### src/rtl/switch_pkg.sv
// rtl/switch_pkg.sv - shared types and constants for the switch output arbiter
package switch_pkg;

    typedef enum logic {
        ARB_IDLE   = 1'b0,
        ARB_LOCKED = 1'b1
    } arb_state_t;

    localparam int NUM_OUT         = 4;
    localparam int DEST_W          = 2;
    localparam int SEL_W           = 3;
    localparam int DEFAULT_TIMEOUT = 64;

endpackage

### src/rtl/switch_arbiter_rr_pick.sv
// rtl/switch_arbiter_rr_pick.sv - combinational round-robin selector starting at ptr
module rr_pick
    import switch_pkg::*;
#(
    parameter int NUM_IN = 4
) (
    input  logic [NUM_IN-1:0] req,
    input  logic [SEL_W-1:0]  ptr,
    output logic              found,
    output logic [SEL_W-1:0]  idx
);

    localparam logic [SEL_W:0] N_W = (SEL_W+1)'(NUM_IN);

    logic [2*NUM_IN-1:0] req_dbl;
    logic [NUM_IN-1:0]   rot;
    logic [SEL_W:0]      sum;

    // Rotating the doubled vector puts the pointer position at bit 0.
    assign req_dbl = {req, req};
    assign rot     = NUM_IN'(req_dbl >> ptr);

    always_comb begin
        found = 1'b0;
        idx   = '0;
        sum   = '0;
        for (int k = 0; k < NUM_IN; k++) begin
            if (!found && rot[k]) begin
                found = 1'b1;
                sum   = {1'b0, ptr} + (SEL_W+1)'(k);
                idx   = (sum >= N_W) ? SEL_W'(sum - N_W) : SEL_W'(sum);
            end
        end
    end

endmodule

### src/rtl/switch_arbiter.sv
// rtl/switch_arbiter.sv - per-output round-robin packet arbiter for the switch output FIFOs
module switch_arbiter
    import switch_pkg::*;
#(
    parameter int NUM_IN  = 4,
    parameter int TIMEOUT = DEFAULT_TIMEOUT
) (
    input  logic                     clk,
    input  logic                     reset,
    input  logic [NUM_IN-1:0]        req,
    input  logic [DEST_W*NUM_IN-1:0] req_dest,
    input  logic [NUM_IN-1:0]        eop,
    input  logic [NUM_OUT-1:0]       ffee,
    output logic [NUM_IN-1:0]        gnt,
    output logic [SEL_W*NUM_OUT-1:0] out_sel,
    output logic [NUM_OUT-1:0]       out_busy,
    output logic [NUM_OUT-1:0]       timeout_err
);

    localparam int              WD_W   = $clog2(TIMEOUT);
    localparam logic [WD_W-1:0] WD_MAX = WD_W'(TIMEOUT - 1);

    arb_state_t       state_q [NUM_OUT];
    arb_state_t       state_d [NUM_OUT];
    logic [SEL_W-1:0] sel_q   [NUM_OUT];
    logic [SEL_W-1:0] sel_d   [NUM_OUT];
    logic [SEL_W-1:0] ptr_q   [NUM_OUT];
    logic [SEL_W-1:0] ptr_d   [NUM_OUT];
    logic [WD_W-1:0]  wd_q    [NUM_OUT];
    logic [WD_W-1:0]  wd_d    [NUM_OUT];

    logic [NUM_IN-1:0]  cand     [NUM_OUT];
    logic [SEL_W-1:0]   pick_idx [NUM_OUT];
    logic [NUM_OUT-1:0] found;
    logic [NUM_OUT-1:0] own_eop;
    logic [NUM_OUT-1:0] own_req;
    logic [NUM_OUT-1:0] wd_done;

    // Inputs already holding a grant are excluded so an input never owns two outputs.
    always_comb begin
        for (int o = 0; o < NUM_OUT; o++) begin
            for (int i = 0; i < NUM_IN; i++) begin
                cand[o][i] = req[i] && !gnt[i] &&
                             (req_dest[DEST_W*i +: DEST_W] == DEST_W'(o));
            end
        end
    end

    for (genvar o = 0; o < NUM_OUT; o++) begin : g_pick
        rr_pick #(.NUM_IN(NUM_IN)) u_pick (
            .req   (cand[o]),
            .ptr   (ptr_q[o]),
            .found (found[o]),
            .idx   (pick_idx[o])
        );
    end

    always_comb begin
        own_eop = '0;
        own_req = '0;
        wd_done = '0;
        for (int o = 0; o < NUM_OUT; o++) begin
            for (int i = 0; i < NUM_IN; i++) begin
                if (sel_q[o] == SEL_W'(i)) begin
                    own_eop[o] = eop[i];
                    own_req[o] = req[i];
                end
            end
            wd_done[o] = (wd_q[o] == WD_MAX);
        end
    end

    always_ff @(posedge clk) begin
        if (reset) begin
            for (int o = 0; o < NUM_OUT; o++) begin
                state_q[o] <= ARB_IDLE;
                sel_q[o]   <= '0;
                ptr_q[o]   <= '0;
                wd_q[o]    <= '0;
            end
        end else begin
            for (int o = 0; o < NUM_OUT; o++) begin
                state_q[o] <= state_d[o];
                sel_q[o]   <= sel_d[o];
                ptr_q[o]   <= ptr_d[o];
                wd_q[o]    <= wd_d[o];
            end
        end
    end

    always_comb begin
        for (int o = 0; o < NUM_OUT; o++) begin
            state_d[o] = state_q[o];
            sel_d[o]   = sel_q[o];
            ptr_d[o]   = ptr_q[o];
            wd_d[o]    = wd_q[o];
            case (state_q[o])
                ARB_IDLE: begin
                    if (found[o] && ffee[o]) begin
                        state_d[o] = ARB_LOCKED;
                        sel_d[o]   = pick_idx[o];
                        ptr_d[o]   = (pick_idx[o] == SEL_W'(NUM_IN - 1)) ? '0
                                     : pick_idx[o] + SEL_W'(1);
                        wd_d[o]    = '0;
                    end
                end
                ARB_LOCKED: begin
                    // out_sel holds its last value after release; only the state drops.
                    if (own_eop[o] || !own_req[o] || wd_done[o]) begin
                        state_d[o] = ARB_IDLE;
                    end else begin
                        wd_d[o] = wd_q[o] + WD_W'(1);
                    end
                end
                default: state_d[o] = ARB_IDLE;
            endcase
        end
    end

    always_comb begin
        gnt         = '0;
        out_sel     = '0;
        out_busy    = '0;
        timeout_err = '0;
        for (int o = 0; o < NUM_OUT; o++) begin
            out_sel[SEL_W*o +: SEL_W] = sel_q[o];
            out_busy[o]               = (state_q[o] == ARB_LOCKED);
            // A pending reset suppresses the pulse: that release is not a timeout.
            timeout_err[o] = !reset && out_busy[o] && wd_done[o] &&
                             own_req[o] && !own_eop[o];
            for (int i = 0; i < NUM_IN; i++) begin
                if (out_busy[o] && sel_q[o] == SEL_W'(i)) begin
                    gnt[i] = 1'b1;
                end
            end
        end
    end

endmodule

### config.mk
export PLATFORM = sky130hd
export DESIGN_NAME = switch_arbiter
export DESIGN_NICKNAME = d
export VERILOG_FILES = /design/src/rtl/switch_pkg.sv /design/src/rtl/switch_arbiter_rr_pick.sv /design/src/rtl/switch_arbiter.sv
export SDC_FILE = /design/constraint.sdc
export NUM_CORES = 1
export LEC_CHECK = 0
export ABC_AREA = 1
export BUFFER_PORTS_ARGS = -buffer_cell sky130_fd_sc_hd__buf_4
export CORE_ASPECT_RATIO = 2
export CORE_MARGIN = 8
export CORE_UTILIZATION = 30
export CTS_BUF_LIST = sky130_fd_sc_hd__clkbuf_16
export DETAILED_ROUTE_END_ITERATION = 10
export PLACE_DENSITY = 0.52
export SYNTH_ARGS = -nofsm -noshare
export SYNTH_HDL_FRONTEND = slang
export SYNTH_SLANG_ARGS = --single-unit
### constraint.sdc
create_clock -name clk -period 4.5 [get_ports clk]
set_clock_uncertainty 0.1 [all_clocks]
set_input_delay 0.45 -clock clk [delete_from_list [all_inputs] [get_ports clk]]
set_output_delay 0.45 -clock clk [all_outputs]
set_load 0.02 [all_outputs]
==> summary.txt <==
RUN STATUS
------------------------------------------------------------------------------------
Run status                                                              finished clean

GLOBAL ROUTING
------------------------------------------------------------------------------------
Largest net degree at the start of global routing                                 27
First-pass GRT wire length                                                   20.4 mm
Aggregate global routing overflow                                                  0
Number of antenna violations at the first check in global routing                  0
Overall track demand over capacity in global routing                           0.141
Vias in the first global route                                                  4311

FLOORPLAN
------------------------------------------------------------------------------------
Initial Utilization                                                            0.304
Die footprint                                                              17800 µm²
Num ports                                                                         46
Core Box Area                                                              13400 µm²
Vertical extent of the die                                                    181 µm
Number of core rows                                                               60
Die width                                                                    98.3 µm

ROUTING
------------------------------------------------------------------------------------
Number of vias in the routed layout                                             4384
First DRT Iteration DRCs                                                         283
Post-route antenna net violation count                                             0
Average detailed-routed wire length per instance                             14.8 µm
Number of vias per cell after detailed routing                                  5.19
Overall routed net length                                                    12.5 mm
Router iterations before antenna repair                                            5
Number of DRC violations after detailed routing                                    0

SETUP PATH
------------------------------------------------------------------------------------
Logic depth of the worst register-to-register path                                17
Setup slack on the worst flop-to-flop path                                   1.76 ns
Start-to-end type of the worst setup path                               flip-flop to flip-flop
Worst endpoint required time                                                 4.58 ns
Crit. End Element                                                          flip-flop
Capturing point of the worst reg2reg path                                ptr_q[0][1]
Worst r2r src                                                            sel_q[2][2]
Highest fanout seen on the critical path                                          12
Data arrival, critical path                                                  2.83 ns
Crit start category                                                        flip-flop

CLOCKING
------------------------------------------------------------------------------------
Clk slew on worst S/H paths                                                  0.07 ns
Source-to-sink clock delay at the later pin of the worst-skew pair           0.30 ns
Post-CTS repair timing setup buffer count                                          0
Clock tree from TritonCTS                                                       done
TritonCTS Buffers                                                                  5
Number of gates given a new drive strength after cts                               0
Master cell of the clock root buffer                                    sky130_fd_sc_hd__clkbuf_16
Number of buffers on the longest clock path                                        2
Clock sink count                                                                  52
Total number of H-tree levels                                                      2
Cts hold-fix bufs                                                                  0

LOGIC SYNTHESIS
------------------------------------------------------------------------------------
Post-synthesis sequential area ratio                                           0.256
Synthesis Warnings                                                                 0
Biggest area contributors in the synthesized netlist                    sky130_fd_sc_hd__dfxtp_1, sky130_fd_sc_hd__nand2_1, sky130_fd_sc_hd__nand3_1
Average footprint of a synthesized cell                                     6.20 µm²
Net count after synthesis                                                        690
Post-synth EDFFs                                                                   0
Cell area after synthesis                                                   4070 µm²
Number of register bits inferred by synthesis                                     52
Share of the synthesized area in the top cell type                             0.256
Proportion of synthesized flip-flops having asynchronous set or reset              0
Most frequent cell after synthesis                                      sky130_fd_sc_hd__nand2_1
Most area-hungry cell type in the Yosys netlist                         sky130_fd_sc_hd__dfxtp_1
Most used standard cells in the synthesized netlist                     sky130_fd_sc_hd__nand2_1, sky130_fd_sc_hd__nand3_1, sky130_fd_sc_hd__inv_1
Post-synthesis instance total                                                    656
Prevailing post-synth register cell                                     sky130_fd_sc_hd__dfxtp_1
Count of unique library cells instantiated by Yosys                               35

STA
------------------------------------------------------------------------------------
Total count of max-transition violations in the final report                       0
Crit path setup slack, layout                                                1.76 ns
Final setup violation count                                                        0
RSZ-0062 raised after global routing                                              no
Peak clock frequency supported by timing                                   0.365 GHz
Accumulated negative setup slack                                                0 ns
Count of final hold-check violations                                               0
Final period utilization                                                       0.609
Worst hold margin                                                           0.370 ns
Clock period minus final worst setup slack                                   2.74 ns
Transition time at the pin with the least slew margin                       0.503 ns
Remaining max-slew budget at the tightest pin                                  0.661

PLACE
------------------------------------------------------------------------------------
Half-perimeter wire length after detailed placement                          9.71 mm
Number of buffer cells added on primary ports                                     45
Placement Setup Slack                                                        1.75 ns
Placed instance area                                                        4420 µm²
Number of cells in the design after placement                                    837
GPL Wtd Cong                                                                   0.870

LAYOUT
------------------------------------------------------------------------------------
Final Cell Area                                                             4560 µm²
Sequential cell area                                                        1040 µm²
Number of antenna diodes                                                           0
Post-layout utilization of the core                                            0.341
Area overhead of the layout relative to synthesis                              12.2%
Layout cells sized above 1                                                     0.117
Number of standard cells in the final layout excluding fillers                   845
Fill cell instance count of the final layout                                    1497
Number of nets at the end of the flow                                            723
Area of combinational cells with multiple inputs                            2490 µm²

POWER
------------------------------------------------------------------------------------
Total power density per cell area                                         522 nW/µm²
Leak                                                                         2.12 nW
Final Power                                                                  2.38 mW
Peak supply drop                                                            0.164 mV

JOB
------------------------------------------------------------------------------------
Number of max-cap violations                                                       0

MIN PATH
------------------------------------------------------------------------------------
Hold wc startpoint                                                        wd_q[1][2]
Endpoint of the worst hold-timing path                                    wd_q[1][2]
Hold Path Stages                                                                   2
Worst min-delay path category                                           flip-flop to flip-flop

[where the power goes]
part / internal (mW) / switching (mW)
Sequential: 0.530 / 0.136
Combinational: 0.433 / 0.898
Clock: 0.201 / 0.182
[cell type report]
type                       count  share of cell area
multi-input combinational    490               0.545
sequential                    52               0.228
timing repair buffer          47              0.0774
inverter                      93              0.0765
tap                          155              0.0425
clock buffer                   5              0.0274
clock inverter                 3             0.00247
[worst max-delay path by stage]
stage / from / endpoint / slack, ns / cells past startpoint
2_1_floorplan: req[1] / timeout_err[0] / 2.16 / 7
3_3_place_gp: sel_q[2][2] / ptr_q[0][1] / 1.81 / 17
3_5_place_dp: sel_q[2][2] / ptr_q[0][1] / 1.75 / 17
4_1_cts: sel_q[2][2] / ptr_q[0][1] / 1.75 / 17
5_1_grt: sel_q[2][2] / ptr_q[0][1] / 1.45 / 17
6_report: sel_q[2][2] / ptr_q[0][1] / 1.76 / 17
[cell usage in the layout, fill, tap and decap left out, types with 4 or more instances in the layout]
cell type / netlist / routed
sky130_fd_sc_hd__nand2_1: 150 / 150
sky130_fd_sc_hd__nand3_1: 98 / 98
sky130_fd_sc_hd__inv_1: 82 / 84
sky130_fd_sc_hd__nor2_1: 71 / 71
sky130_fd_sc_hd__dfxtp_1: 52 / 52
sky130_fd_sc_hd__buf_4: 7 / 47
sky130_fd_sc_hd__nand4_1: 40 / 40
sky130_fd_sc_hd__a21oi_1: 34 / 34
sky130_fd_sc_hd__nor3_1: 15 / 15
sky130_fd_sc_hd__o21ai_0: 14 / 14
sky130_fd_sc_hd__ha_1: 12 / 12
sky130_fd_sc_hd__nand2_2: 10 / 10
sky130_fd_sc_hd__xor2_1: 10 / 10
sky130_fd_sc_hd__clkinv_1: 7 / 8
sky130_fd_sc_hd__nor4_1: 7 / 7
sky130_fd_sc_hd__clkbuf_16: 0 / 5
sky130_fd_sc_hd__inv_2: 4 / 4
sky130_fd_sc_hd__nor2_4: 4 / 4
sky130_fd_sc_hd__nor2_2: 4 / 4
sky130_fd_sc_hd__nand4_2: 4 / 4
[cells by family (layout without fill, tap and decap cells)]
kind of cell | after synthesis | count (layout) | synth area share
compound gates | 61 | 61 | 0.0822
simple gates | 406 | 406 | 0.469
xor+xnor | 11 | 11 | 0.0237
flops | 52 | 52 | 0.256
buf+inv | 114 | 148 | 0.132
fa+ha+maj | 12 | 12 | 0.0369
[layer usage]
metal | wire, µm | track usage
met5 | 0 | 0
met1 | 4900 | 0.140
met4 | 527 | 0.0904
met2 | 6590 | 0.263
met3 | 453 | 0.0190
[worst max-delay path, cell delays in order (launching register included)]
cell	delay (ns)
sky130_fd_sc_hd__dfxtp_1	0.48
sky130_fd_sc_hd__inv_2	0.10
sky130_fd_sc_hd__nand4_1	0.08
sky130_fd_sc_hd__nand2_1	0.08
sky130_fd_sc_hd__nor2_2	0.39
sky130_fd_sc_hd__nand4_1	0.22
sky130_fd_sc_hd__nand2_1	0.10
sky130_fd_sc_hd__inv_1	0.04
sky130_fd_sc_hd__nand2_1	0.11
sky130_fd_sc_hd__nand2_1	0.12
sky130_fd_sc_hd__nand3_1	0.16
sky130_fd_sc_hd__nand2_1	0.06
sky130_fd_sc_hd__nand2_1	0.07
sky130_fd_sc_hd__nand2_1	0.07
sky130_fd_sc_hd__nor2_1	0.09
sky130_fd_sc_hd__ha_1	0.23
sky130_fd_sc_hd__nand2_1	0.06
sky130_fd_sc_hd__o21ai_1	0.05
[registers in the layout, summed over array words and instances, names as in the netlist]
| name | count |
|---|---|
| ptr_q | 12 |
| sel_q | 12 |
| wd_q | 24 |
| state_q | 4 |
(Power assumes the default switching activity.)
